**src/rtl/cpu_pkg.sv**
```systemverilog
// Shared MIPS pipeline definitions: opcodes, the bubble encoding and the
// forwarding-select encoding used by the hazard and forwarding-mux logic.
package cpu_pkg;

    localparam logic [5:0] OP_RTYPE = 6'h00;
    localparam logic [5:0] OP_J     = 6'h02;
    localparam logic [5:0] OP_BEQ   = 6'h04;
    localparam logic [5:0] OP_BNE   = 6'h05;
    localparam logic [5:0] OP_LW    = 6'h23;
    localparam logic [5:0] OP_SW    = 6'h2B;

    localparam logic [31:0] BUBBLE = 32'b0;

    // Pipe entry layout: {valid, dest, isLoad}, stored as parallel arrays in the scoreboard
    localparam int MIPS_REG_W = 5;
    localparam int FWD_SEL_W  = 3;

    localparam logic [FWD_SEL_W-1:0] FWD_REGFILE = '0;

endpackage

```
**src/rtl/hazard_decode.sv**
```systemverilog
// Combinational operand/destination decode for one instruction; shared by the
// hazard scoreboard and the forwarding-mux control.
module hazard_decode
    import cpu_pkg::*;
#(
    parameter int REG_ADDR_W = 5
) (
    input  logic [31:0]           instr,
    output logic [REG_ADDR_W-1:0] rs,
    output logic [REG_ADDR_W-1:0] rt,
    output logic [REG_ADDR_W-1:0] dest,
    output logic                  rs_used,
    output logic                  rt_used,
    output logic                  dest_valid,
    output logic                  is_load
);

    logic [5:0]            opcode;
    logic [REG_ADDR_W-1:0] rdField;
    logic                  hasDest;
    logic                  unusedLowBits;

    assign opcode        = instr[31:26];
    assign rs            = REG_ADDR_W'(instr[25:21]);
    assign rt            = REG_ADDR_W'(instr[20:16]);
    assign rdField       = REG_ADDR_W'(instr[15:11]);
    assign unusedLowBits = ^instr[10:0];

    always_comb begin
        rs_used = 1'b0;
        rt_used = 1'b0;
        hasDest = 1'b0;
        is_load = 1'b0;
        dest    = rt;
        if (instr != BUBBLE) begin
            unique case (opcode)
                OP_RTYPE: begin
                    rs_used = 1'b1;
                    rt_used = 1'b1;
                    hasDest = 1'b1;
                    dest    = rdField;
                end
                OP_LW: begin
                    rs_used = 1'b1;
                    hasDest = 1'b1;
                    is_load = 1'b1;
                end
                OP_SW, OP_BEQ, OP_BNE: begin
                    rs_used = 1'b1;
                    rt_used = 1'b1;
                end
                OP_J: ;
                default: begin
                    rs_used = 1'b1;
                    hasDest = 1'b1;
                end
            endcase
        end
    end

    // $0 is hard-wired, so writing it never creates a dependency
    assign dest_valid = hasDest && (dest != '0);

endmodule

```
**src/rtl/hazard_scoreboard.sv**
```systemverilog
// ID-stage data-hazard unit: tracks in-flight destinations per downstream
// stage and produces stall and per-operand forwarding selects.
module hazard_scoreboard
    import cpu_pkg::*;
#(
    parameter int NUM_STAGES  = 3,
    parameter int REG_ADDR_W  = 5,
    parameter int FWD_EN      = 1,
    parameter int LOAD_LAT    = 1,
    parameter int STALL_CNT_W = 16,
    parameter int MAX_STALL   = 15
) (
    input  logic                   clk,
    input  logic                   rst_n,
    input  logic [31:0]            id_instr,
    input  logic                   flush,
    output logic                   stall,
    output logic [31:0]            id_instr_out,
    output logic [FWD_SEL_W-1:0]   fwd_rs_sel,
    output logic [FWD_SEL_W-1:0]   fwd_rt_sel,
    output logic [STALL_CNT_W-1:0] stall_cnt,
    output logic                   stall_err
);

    localparam int RUN_W = $clog2(MAX_STALL + 1);

    logic [REG_ADDR_W-1:0] rs, rt, dest;
    logic                  rsUsed, rtUsed, destValid, isLoad;

    logic [NUM_STAGES-1:0] pipeValid;
    logic [NUM_STAGES-1:0] pipeLoad;
    logic [REG_ADDR_W-1:0] pipeDest [NUM_STAGES];

    logic [NUM_STAGES-1:0] rsHit, rtHit;
    logic [FWD_SEL_W-1:0]  rsFwd, rtFwd;
    logic                  rsLoadUse, rtLoadUse;
    logic                  hazard;
    logic                  passOk;
    logic [RUN_W-1:0]      runCnt;

    hazard_decode #(.REG_ADDR_W(REG_ADDR_W)) decode (
        .instr      (id_instr),
        .rs         (rs),
        .rt         (rt),
        .dest       (dest),
        .rs_used    (rsUsed),
        .rt_used    (rtUsed),
        .dest_valid (destValid),
        .is_load    (isLoad)
    );

    always_comb begin
        rsHit = '0;
        rtHit = '0;
        for (int i = 0; i < NUM_STAGES; i++) begin
            rsHit[i] = rsUsed && (rs != '0) && pipeValid[i] && (pipeDest[i] == rs);
            rtHit[i] = rtUsed && (rt != '0) && pipeValid[i] && (pipeDest[i] == rt);
        end
    end

    // Scan oldest to youngest so the youngest matching producer wins
    always_comb begin
        rsFwd     = FWD_REGFILE;
        rtFwd     = FWD_REGFILE;
        rsLoadUse = 1'b0;
        rtLoadUse = 1'b0;
        for (int i = NUM_STAGES - 1; i >= 0; i--) begin
            if (rsHit[i]) begin
                rsFwd     = FWD_SEL_W'(i + 1);
                rsLoadUse = pipeLoad[i] && (i < LOAD_LAT);
            end
            if (rtHit[i]) begin
                rtFwd     = FWD_SEL_W'(i + 1);
                rtLoadUse = pipeLoad[i] && (i < LOAD_LAT);
            end
        end
    end

    assign hazard       = (FWD_EN != 0) ? (rsLoadUse || rtLoadUse) : ((|rsHit) || (|rtHit));
    assign stall        = rst_n && !flush && hazard;
    assign passOk       = rst_n && !flush && !hazard;
    assign id_instr_out = passOk ? id_instr : BUBBLE;
    assign fwd_rs_sel   = (FWD_EN != 0 && passOk) ? rsFwd : FWD_REGFILE;
    assign fwd_rt_sel   = (FWD_EN != 0 && passOk) ? rtFwd : FWD_REGFILE;

    always_ff @(posedge clk or negedge rst_n) begin
        if (!rst_n) begin
            pipeValid <= '0;
            pipeLoad  <= '0;
            for (int i = 0; i < NUM_STAGES; i++) pipeDest[i] <= '0;
        end else begin
            for (int i = NUM_STAGES - 1; i > 0; i--) begin
                pipeValid[i] <= pipeValid[i-1];
                pipeLoad[i]  <= pipeLoad[i-1];
                pipeDest[i]  <= pipeDest[i-1];
            end
            pipeValid[0] <= passOk && destValid;
            pipeLoad[0]  <= isLoad;
            pipeDest[0]  <= dest;
        end
    end

    // Stall statistics and the consecutive-stall watchdog
    always_ff @(posedge clk or negedge rst_n) begin
        if (!rst_n) begin
            stall_cnt <= '0;
            runCnt    <= '0;
            stall_err <= 1'b0;
        end else if (stall) begin
            if (stall_cnt != '1) stall_cnt <= stall_cnt + STALL_CNT_W'(1);
            if (runCnt != RUN_W'(MAX_STALL)) runCnt <= runCnt + RUN_W'(1);
            if (runCnt >= RUN_W'(MAX_STALL - 1)) stall_err <= 1'b1;
        end else begin
            runCnt <= '0;
        end
    end

endmodule

```
**config.mk**
```make
export PLATFORM = sky130hd
export DESIGN_NAME = hazard_scoreboard
export DESIGN_NICKNAME = d
export VERILOG_FILES = /design/src/rtl/cpu_pkg.sv /design/src/rtl/hazard_decode.sv /design/src/rtl/hazard_scoreboard.sv
export SDC_FILE = /design/constraint.sdc
export NUM_CORES = 1
export LEC_CHECK = 0
export ABC_AREA = 1
export CAP_MARGIN = 0
export CORE_ASPECT_RATIO = 1.25
export CORE_MARGIN = 2
export CORE_UTILIZATION = 34
export CTS_BUF_LIST = sky130_fd_sc_hd__clkbuf_4
export CTS_CLUSTER_SIZE = 8
export DETAILED_ROUTE_END_ITERATION = 16
export PLACE_DENSITY = 0.6
export SYNTH_ARGS = -nofsm -noshare
export SYNTH_HDL_FRONTEND = slang
export SYNTH_SLANG_ARGS = --single-unit
```
**constraint.sdc**
```tcl
create_clock -name clk -period 1.6 [get_ports clk]
set_input_delay 0.24 -clock clk [delete_from_list [all_inputs] [get_ports clk]]
set_output_delay 0.24 -clock clk [all_outputs]
set_load 0.005 [all_outputs]
```
== Word-level counts from Yosys, hierarchy flattened ==
Index checks and enable logic that the tools add are counted.

* Bits in registers: 40
* Input port bits: 35
* Output and inout bits: 56

* Add/subtract/negate cells: 2
* Order comparisons: 1
* Eq/ne operators: 14
* Muxes and demuxes: 23
* Reductions and logical operators: 31

{| class="wikitable"
|+ Operator list
! operator !! count
|-
| 32-bit two-way mux || 1
|-
| 32-bit nonzero test || 1
|-
| 5-bit == test || 6
|-
| 1-bit logical AND || 19
|-
| 3-bit two-way mux || 6
|-
| 16-bit by 1-bit adder with 16-bit output, second input constant || 1
|-
| 16-bit != test, second input constant || 1
|-
| 5-bit nonzero test || 3
|-
| 6-bit by 3-bit == test with 1-bit output, second input constant || 2
|-
| 6-bit == test, second input constant || 2
|-
| 1-bit two-way mux || 10
|-
| 5-bit two-way mux || 2
|-
| 4-bit two-way mux || 2
|-
| 4-bit OR reduction || 2
|-
| 6-bit by 2-bit == test with 1-bit output, second input constant || 1
|-
| 6-bit zero test || 1
|-
| 4-bit by 1-bit adder with 4-bit output, second input constant || 1
|-
| 4-bit greater-or-equal comparator, second input constant || 1
|-
| 2-bit two-way mux || 2
|-
| 4-bit != test, second input constant || 1
|-
| 2-bit AND reduction || 2
|-
| 1-bit zero test || 2
|-
| 2-bit by 1-bit != test with 1-bit output, second input constant || 1
|-
| 1-bit logical OR || 1
|}

== Depth between registers and ports, before layout ==
Gate-level depths: netlist of the first run.

* Depth after elaboration: 12
* Depth in mapped cells: 13

== Cells and area by module ==
A second synthesis of the first run with hierarchy kept.

* Cell total of the unflattened synthesis: 473
* Area total of the unflattened synthesis: 3429.5 µm²

{| class="wikitable"
|+ Modules (own cells, without submodules)
! module !! times used !! cells each !! area each (µm²) !! sequential area each (µm²)
|-
| hazard_scoreboard || 1 || 392 || 3004.1 || 1001.0
|-
| hazard_decode || 1 || 81 || 425.4 || 0.0
|}

== Least setup slack after synthesis of the first run ==
Ideal clock, no wire load.

* Kind: register to register
* From: register stall_cnt[0]
* To: register stall_cnt[10]
* Setup time: 0.118 ns
* Arrival time: 1.469 ns
* Required time: 1.482 ns
* Setup slack: 0.013 ns
* Stages on the path, launching flop included: 10
* Path buffers: 1
* Period minus slack after synthesis: 1.587 ns
* Cells stage by stage: dfrtp_1 ha_1 nand3_1 nor2_1 nand2_1 nor2_4 nand2_4 buf_2 nand4_1 nand2_1

* Cells in the longest elaborated chain, start to end: 2
* Elaborated cells between the ends (all ways): 3

{| class="wikitable"
|+ RTL lines
! what !! RTL line !! RTL
|-
| from (decl) || hazard_scoreboard.sv:21 || <nowiki>output logic [STALL_CNT_W-1:0] stall_cnt,</nowiki>
|-
| from (signal assigned) || hazard_scoreboard.sv:110 || <nowiki>if (stall_cnt != '1) stall_cnt <= stall_cnt + STALL_CNT_W'(1);</nowiki>
|-
| parallel branches: the longest is 2 deep, another holds 16-bit by 1-bit adder with 16-bit output || n/a ||
|}

Parallel ways; which one is timed is not known.
A chain may end at the register's enable or synchronous reset.

== Worst setup path in the final report of the first run ==
* From: input port id_instr[0]
* To: output port fwd_rs_sel[0]

* Cells in the longest elaborated chain, start to end: 10
* Elaborated cells between the ends (all ways): 22

{| class="wikitable"
|+ RTL lines
! what !! RTL line !! RTL
|-
| from (decl) || hazard_scoreboard.sv:15 || <nowiki>input logic [31:0] id_instr,</nowiki>
|-
| 32-bit nonzero test * || hazard_decode.sv:35 || <nowiki>if (instr != BUBBLE) begin</nowiki>
|-
| 1-bit two-way mux || hazard_decode.sv:35 ||
|-
| 1-bit logical AND, on equally long branches (3 in a row) || hazard_scoreboard.sv:56, hazard_scoreboard.sv:57 ||
|-
| 1-bit two-way mux, on equally long branches || hazard_scoreboard.sv:68, hazard_scoreboard.sv:72 ||
|-
| 1-bit logical OR || hazard_scoreboard.sv:79 || <nowiki>assign hazard = (FWD_EN != 0) ? (rsLoadUse || rtLoadUse) : ((|rsHit) || (|rtHit));</nowiki>
|-
| 1-bit zero test || hazard_scoreboard.sv:81 || <nowiki>assign passOk = rst_n && !flush && !hazard;</nowiki>
|-
| 1-bit logical AND || hazard_scoreboard.sv:81 ||
|-
| 3-bit two-way mux * || hazard_scoreboard.sv:83 || <nowiki>assign fwd_rs_sel = (FWD_EN != 0 && passOk) ? rsFwd : FWD_REGFILE;</nowiki>
|-
| to (decl) || hazard_scoreboard.sv:19 || <nowiki>output logic [FWD_SEL_W-1:0] fwd_rs_sel,</nowiki>
|}

Mark *: on every way between the ends. The rest lies on a longest branch, timed or not.

==> impl_summary.txt, run 1 <==
----------------------------------------------------
[Route]
  Wirelength, routed ... 9951 um
  Average via count per standard cell ... 4.816
  Vias post-DR ... 3501
  Number of detailed-route iterations in the first pass ... 4
  Post-route antenna net violation count ... 0
  DRT iter0 DRCs ... 80
  DRC errors left ... 0
  Wire length per cell ... 13.69 um

[Die]
  Cell Rows ... 37
  X dimension of the die ... 86.75 um
  Area of the core region ... 0.008287 mm2
  DIE AREA ... 0.009320 mm2
  Chip Height ... 107.4 um
  Number of I/O pins ... 91
  Initial core utilization ... 35.12%

[Run status]
  Violated checks ... hold timing, setup timing
  Result of the run ... complete, but fails checks

[Synth]
  Post-synth top area cell ... sky130_fd_sc_hd__dfrtp_1
  Cell variety after synth ... 32
  Synthesis Warnings ... 0
  Synthesized area per cell ... 6.706 um2
  Share of flip-flops with an asynchronous set or reset ... 100.0%
  Top_reg_cell synth ... sky130_fd_sc_hd__dfrtp_1
  Cell area after synthesis ... 0.002910 mm2
  Part of the Yosys area used for sequential elements ... 34.39%
  Total of flip-flops plus latches after synthesis ... 40
  Number of flops mapped to enable cells by yosys ... 0
  Yosys top cell area share ... 34.39%
  Synthesized netlist cell count ... 434
  Cells taking the most area after synthesis ... sky130_fd_sc_hd__dfrtp_1 (34%), sky130_fd_sc_hd__nand2_1 (15%), sky130_fd_sc_hd__nor2_1 (12%)

[Timing]
  Final setup violation count ... 59
  Post-Route Skew ... 14.28 ps
  Setup repair after global routing missed its margin ... true
  Fin worst setup slack ... -696.9 ps
  Hold Worst Slack ... -1.282 ps
  Final hold violation count ... 2
  Slew at the pin closest to its max-slew limit ... 537.7 ps
  Period Utilization, post-route ... 143.6%
  Tightest slew margin relative to the limit ... 64.15%
  Achievable Freq ... 435.4 MHz
  Final number of max-transition violations ... 0
  Clock period minus final worst setup slack ... 2297 ps

[Critical path]
  Kind of critical path ... input pin to primary output
  CP max FO ... 5
  Dominant delay contributor by cell family on the critical path ... buffers and inverters
  WP data required ... 1360 ps
  Buffers plus inverters on the worst setup path ... 4
  Critical Path End Type ... primary output
  WP data arrival ... 2060 ps
  Type of element launching the critical path ... input pin
  Crit-path cells ... clkdlybuf4s50_1, nor2_1, nand2_1, nor2_1, nand2_1, nor2_2, nor2_4, nand4_4, nand3_4, buf_4, buf_4, a21oi_2, buf_2
  Slowest cell delay on critical path ... 420 ps
  Standard cell with the maximum stage delay on the critical path ... sky130_fd_sc_hd__clkdlybuf4s50_1

[Clock network]
  Hold buffer count at CTS ... 0
  Number of buffers on the longest clock path ... 2
  Clock root buffer ... sky130_fd_sc_hd__clkbuf_4
  Clock transition at the registers of the reported paths ... 130 ps
  Clock buffers created by TritonCTS ... 5
  CTS HTree Levels ... 2
  CTS tree ... built
  Clk sink count ... 40
  Insertion delay of the later-clocked pin in the worst-skew pair ... 360 ps

[Worst hold path]
  Type of the worst min-delay path ... input pin to asynchronous set/reset pin

[GRT]
  Global routing usage summed across all routing layers ... 21.47%
  Total overflow reported by the global router ... 0
  Global-route wire length before repair ... 15900 um
  Antenna violations before repair ... 0
  Largest net degree at the start of global routing ... 41
  Number of global-route vias before repair ... 3362

[Placed design]
  Instance area at placement ... 0.004488 mm2
  Gp weighted congestion ... 0.9208
  Count of port buffers added during placement ... 88
  Dpl hpwl ... 7447 um
  Placed cells ... 696

[Pwr]
  Cell leakage power ... 2.735 nW
  Register share of total power ... 46.5%
  Total power divided by cell area ... 474.7 mW/mm2
  Internal cell power ... 0.001627 W
  Switching portion of total power ... 29.21%
  Part of the power in the clock network ... 30.3%
  Switching power total ... 0.0006716 W
  Combinational fraction of design power ... 23.2%
  Maximum vdd ir drop ... 0.2939 mV

[Cells and area]
  NumNets Final ... 667
  Area delta synth->final ... 66.38%
  Antenna diode count ... 0
  Final std cells w/o fill ... 727
  Ratio of cells with drive above 1 in the final layout ... 32.38%
  Final non-filler cell area ... 0.004842 mm2
  Final Util ... 58.43%

[Run]
  Count of maximum capacitance violations ... 0

----------------------------------------------------
==> path summary, 6_finish.rpt <==
path	from	endpoint	slack, ps	cells past startpoint
hold / removal	rst_n	pipeDest[2]	-1	2
min in group clk	id_instr[29]	pipeLoad[0]	280	3
setup reg to reg	pipeDest[11]	stall_cnt[10]	-460	15
max in group asynchronous	rst_n	pipeDest[12]	1200	2
hold reg to reg	pipeValid[1]	pipeValid[2]	420	0
setup / recovery	id_instr[0]	fwd_rs_sel[0]	-700	13
==> logic make-up after synthesis <==
family	count (synthesis)	synth area share (%)
XOR/XNOR	17	5.116
other	1	0.1289
adder cells (fa/ha/maj)	3	1.290
buffers and inverters	72	11.05
flip-flops	40	34.39
AO/OA/AOI/OAI	36	7.137
AND/OR/NAND/NOR	265	40.89
==> cells in the mapped netlist (5+ instances only) <==
master,instances
sky130_fd_sc_hd__a21oi_1,8
sky130_fd_sc_hd__xor2_1,10
sky130_fd_sc_hd__buf_2,5
sky130_fd_sc_hd__nand3_1,18
sky130_fd_sc_hd__inv_2,5
sky130_fd_sc_hd__dfrtp_1,40
sky130_fd_sc_hd__nand2_1,113
sky130_fd_sc_hd__inv_1,55
sky130_fd_sc_hd__o22ai_1,7
sky130_fd_sc_hd__o21ai_0,15
sky130_fd_sc_hd__nor2_1,93
sky130_fd_sc_hd__nand4_1,19
sky130_fd_sc_hd__buf_6,5
sky130_fd_sc_hd__xnor2_1,7
==> power groups by stage <==
stage                     combinational [W]  sequential (W)  clock [W]
after floorplan                    0.000194         0.00108          0
after global placement             0.000520         0.00109          0
after detailed placement           0.000524         0.00109          0
after CTS                          0.000519         0.00107   0.000709
after global routing               0.000590         0.00107   0.000747
final                              0.000532         0.00107   0.000697
==> cells in the final DEF (no fill, tap or decap), types with 4 or more instances in the layout <==
master	n
sky130_fd_sc_hd__nand2_1	103
sky130_fd_sc_hd__buf_4	99
sky130_fd_sc_hd__nor2_1	78
sky130_fd_sc_hd__inv_1	51
sky130_fd_sc_hd__dfrtp_1	36
sky130_fd_sc_hd__dlygate4sd2_1	23
sky130_fd_sc_hd__nand4_1	19
sky130_fd_sc_hd__nand3_1	17
sky130_fd_sc_hd__clkdlybuf4s50_1	16
sky130_fd_sc_hd__o21ai_0	15
sky130_fd_sc_hd__clkbuf_2	14
sky130_fd_sc_hd__nor2_2	13
sky130_fd_sc_hd__dlymetal6s2s_1	12
sky130_fd_sc_hd__nand2_2	11
sky130_fd_sc_hd__buf_2	11
sky130_fd_sc_hd__clkdlybuf4s15_1	11
sky130_fd_sc_hd__xor2_1	10
sky130_fd_sc_hd__buf_6	10
sky130_fd_sc_hd__inv_2	9
sky130_fd_sc_hd__nor2_4	8
sky130_fd_sc_hd__o22ai_1	7
sky130_fd_sc_hd__xnor2_1	7
sky130_fd_sc_hd__a21oi_1	5
sky130_fd_sc_hd__nand4_4	5
sky130_fd_sc_hd__clkbuf_4	5
sky130_fd_sc_hd__dfrtp_2	4
==> final cells by class <==
| cell class | instances | area [um2] |
|---|---|---|
| Tap cell | 97 | 121.4 |
| Sequential cell | 40 | 1006 |
| Inverter | 60 | 225.2 |
| Clock inverter | 3 | 42.54 |
| Multi-Input combinational cell | 324 | 1762 |
| Timing Repair Buffer | 198 | 1648 |
| Fill cell | 800 | 3445 |
| Clock buffer | 5 | 37.54 |
==> stage by stage <==
stage | setup TNS (ps) | total power [W] | worst slack [ps]
6_report | -30370 | 0.002299 | -696.9
5_1_grt | -38110 | 0.002410 | -816.5
4_1_cts | -30290 | 0.002297 | -884.1
3_5_place_dp | -51930 | 0.001612 | -1081
3_3_place_gp | -51720 | 0.001607 | -1055
2_1_floorplan | 0 | 0.001270 | 13.21
==> per-layer routing <==
metal / track usage, % / vias to the layer above / wire [um]
li1: - / 1758 / -
met1: 24.84 / 1614 / 3837
met2: 39.56 / 108 / 5328
met3: 3.298 / 21 / 516
met4: 7.254 / 0 / 268
met5: 0 / - / 0
==> sequential cells by signal, indices dropped and copies added (netlist names) <==
name / cells
stall_cnt: 16
runCnt: 4
pipeLoad: 1
pipeValid: 3
pipeDest: 15
stall_err: 1
==> repair_timing <==
| item | CTS | global route |
|---|---|---|
| pin swaps | 25 | 20 |
| endpoints found under the setup margin | 67 | 66 |
| buffers inserted | 14 | 10 |
| cloned | 1 | 1 |
| resized for setup | 149 | 55 |
Note: power is estimated with default switching activity, not from simulation.
==> run 2, diff against run 1 <==
--- a/config.mk
+++ b/config.mk
@@ -14,6 +14,8 @@
 export CTS_CLUSTER_SIZE = 8
 export DETAILED_ROUTE_END_ITERATION = 16
 export PLACE_DENSITY = 0.6
+export RECOVER_POWER = 25
+export SETUP_SLACK_MARGIN = 0.1
 export SYNTH_ARGS = -nofsm -noshare
 export SYNTH_HDL_FRONTEND = slang
 export SYNTH_SLANG_ARGS = --single-unit
==> run 2 against run 1 <==
The flow finishes with violations (setup timing); critical path depth increased by 1; sequential share of layout area shrank 0.56 points; sequential power hardly changed; worst hold slack improved by 160 ps; cell area up 2.3%; largest cell class is now buffers.
==> impl_summary.txt, run 2 (synthesis gave the netlist of run 1 again) <==
----------------------------------------------------
[Die]
  Number of I/O pins ... 91 (unchanged)
  Cell Rows ... 37 (unchanged)
  Chip Height ... 107.4 um (unchanged)
  DIE AREA ... 0.009320 mm2 (unchanged)
  X dimension of the die ... 86.75 um (unchanged)
  Initial core utilization ... 35.12% (unchanged)
  Area of the core region ... 0.008287 mm2 (unchanged)

[Cells and area]
  Final-layout fill cell count ... 768 (-4.0%)
  Commonest non-fill, non-tap cell in the layout ... sky130_fd_sc_hd__buf_4
  Final std cells w/o fill ... 755 (+3.9%)
  NumNets Final ... 695 (+4.2%)
  Commonest non-fill, non-tap cells in the layout ... sky130_fd_sc_hd__buf_4 (111), sky130_fd_sc_hd__nand2_1 (98), sky130_fd_sc_hd__nor2_1 (75)
  Number of flip-flops in the largest register ... 16 (unchanged)
  Area delta synth->final ... 70.16%
  Final non-filler cell area ... 0.004952 mm2 (+2.3%)
  Largest registers ranked by flip-flop count ... stall_cnt: 16 flops, pipeDest: 15 flops, runCnt: 4 flops
  Register containing the most flip-flops in the final layout ... stall_cnt
  Ratio of cells with drive above 1 in the final layout ... 39.88% (+7.5 points)

[Run status]
  Violated checks ... setup timing
  Result of the run ... complete, but fails checks

[Route]
  Wirelength, routed ... 9959 um (about the same)
  Number of detailed-route iterations in the first pass ... 4 (unchanged)
  Wire length per cell ... 13.19 um (-3.6%)
  Vias post-DR ... 3577 (+2.2%)
  DRT iter0 DRCs ... 143 (+79%)
  DRC errors left ... 0 (unchanged)
  Average via count per standard cell ... 4.738 (-1.6%)
  Post-route antenna net violation count ... 0 (unchanged)

[Pwr]
  Register share of total power ... 49.7% (+3.2 points)
  Internal cell power ... 0.001483 W (-8.8%)
  Part of the power in the clock network ... 23.4% (-6.9 points)
  Switching portion of total power ... 30.68% (+1.5 points)
  Cell leakage power ... 2.860 nW (+4.6%)
  Total power divided by cell area ... 432.0 mW/mm2 (-9.0%)
  Combinational fraction of design power ... 26.9% (+3.7 points)
  Maximum vdd ir drop ... 0.3149 mV (+7.2%)
  Switching power total ... 0.0006564 W (-2.3%)

[Worst hold path]
  Type of the worst min-delay path ... input pin to flop

[Timing]
  Tightest slew margin relative to the limit ... 31.50% (-33 points)
  Achievable Freq ... 412.5 MHz (-5.2%)
  Slew at the pin closest to its max-slew limit ... 1028 ps (+489.8 ps)
  Post-Route Skew ... 14.81 ps (+0.5353 ps)
  Period Utilization, post-route ... 151.5% (+7.9 points)
  Fin worst setup slack ... -824.0 ps (-127.1 ps)
  Setup repair after global routing missed its margin ... true
  Final hold violation count ... 0 (-2)
  Final setup violation count ... 59 (unchanged)
  Post-Route Setup TNS ... -33860 ps (-3483 ps)
  Final number of max-transition violations ... 0 (unchanged)
  Clock period minus final worst setup slack ... 2424 ps (+127.1 ps)
  Hold Worst Slack ... 162.3 ps (+163.6 ps)

[Clock network]
  CTS tree ... built
  Clock root buffer ... sky130_fd_sc_hd__clkbuf_4
  Clock transition at the registers of the reported paths ... 130 ps (about the same)
  CTS HTree Levels ... 2 (unchanged)
  Clock buffers created by TritonCTS ... 5 (unchanged)
  Insertion delay of the later-clocked pin in the worst-skew pair ... 350 ps (about the same)
  Clk sink count ... 40 (unchanged)
  Number of buffers on the longest clock path ... 2 (unchanged)

[GRT]
  Global routing usage summed across all routing layers ... 21.59% (+0.12 points)
  Number of global-route vias before repair ... 3504 (+4.2%)
  Global-route wire length before repair ... 15990 um (+0.57%)
  Largest net degree at the start of global routing ... 41 (unchanged)
  Total overflow reported by the global router ... 0 (unchanged)
  Antenna violations before repair ... 1 (+1)

[Critical path]
  Slowest cell delay on critical path ... 440 ps (+20 ps)
  Library cell appearing most often on the critical path ... sky130_fd_sc_hd__buf_6
  Crit-path cells ... nand2_1, nand2_1, nor2_1, nand2_2, nor2_4, nand4_4, nand3_4, buf_12, buf_6, buf_6, buf_6, buf_6, nor2_2, buf_2
  WP data required ... 1360 ps (about the same)
  WP data arrival ... 2180 ps (+120 ps)
  Type of element launching the critical path ... flop
  CP max FO ... 4 (-1)
  Standard cell with the maximum stage delay on the critical path ... sky130_fd_sc_hd__dfrtp_1
  Kind of critical path ... flop to primary output
  Critical Path End Type ... primary output

[Placed design]
  Count of port buffers added during placement ... 88 (unchanged)
  Pre-CTS WS ... -1021 ps (+59.79 ps)
  Gp weighted congestion ... 0.8617 (-6.4%)
  Dpl hpwl ... 7032 um (-5.6%)
  Placed cells ... 698 (+0.29%)
  Instance area at placement ... 0.004549 mm2 (+1.4%)

[Run]
  Count of maximum capacitance violations ... 0 (unchanged)

----------------------------------------------------
[run 2: critical path, delay by kind of cell, from the launching register on]
kind | cells | cell delay, ps
AND/OR/NAND/NOR | 8 | 800
buffers and inverters | 6 | 580
flip-flops | 1 | 440
[run 2: worst paths after layout]
check	start	end	slack, ps	depth (start not counted)
min	id_instr[28]	pipeLoad[0]	160	4
max reg2reg	pipeDest[13]	stall_cnt[0]	-640	15
min reg2reg	pipeValid[1]	pipeValid[2]	440	0
max in group asynchronous	rst_n	runCnt[3]	680	2
min in group asynchronous	rst_n	pipeDest[5]	260	2
max	pipeDest[13]	id_instr_out[31]	-820	14
[run 2: area by class of cell]
| type | instances | area, um2 | share of cell area, % |
|---|---|---|---|
| diodes | 1 | 2.502 | 0.05053 |
| clock buffers | 5 | 37.54 | 0.7580 |
| clock inverters | 2 | 7.507 | 0.1516 |
| inverters | 60 | 225.2 | 4.548 |
| multi-input cells | 324 | 1762 | 35.57 |
| flip-flops and latches | 40 | 1001 | 20.21 |
| well taps | 97 | 121.4 | 2.451 |
| repair buffers | 226 | 1795 | 36.26 |
[run 2: what timing repair did]
action,in CTS,in global routing
resized for setup,223,67
hold buffers,0,0
setup endpoints to repair,75,64
pin swaps,13,26
hold endpoints to repair,0,0
setup buffers,39,9
cloned,2,0
[run 2: metal layers]
metal / track usage (%) / vias up / wire length, um
li1: - / 1815 / -
met1: 24.87 / 1640 / 4094
met4: 7.478 / 0 / 198
met3: 4.141 / 16 / 472
met5: 0 / - / 0
met2: 39.23 / 106 / 5193
[run 2: power groups by stage]
stage / logic (W) / clock network (W) / registers (W)
CTS: 0.000558 / 0.000516 / 0.00106
detailed placement: 0.000539 / 0 / 0.00108
global placement: 0.000535 / 0 / 0.00108
floorplan: 0.000194 / 0 / 0.00108
finish: 0.000576 / 0.000500 / 0.00106
global route: 0.000633 / 0.000561 / 0.00107
[run 2: stage by stage]
stage                     utilization, %  total power (W)
after global routing               59.76         0.002261
after detailed placement           54.90         0.001620
final                              59.76         0.002140
after CTS                          58.73         0.002137
after global placement             54.90         0.001616
after floorplan                        -         0.001271
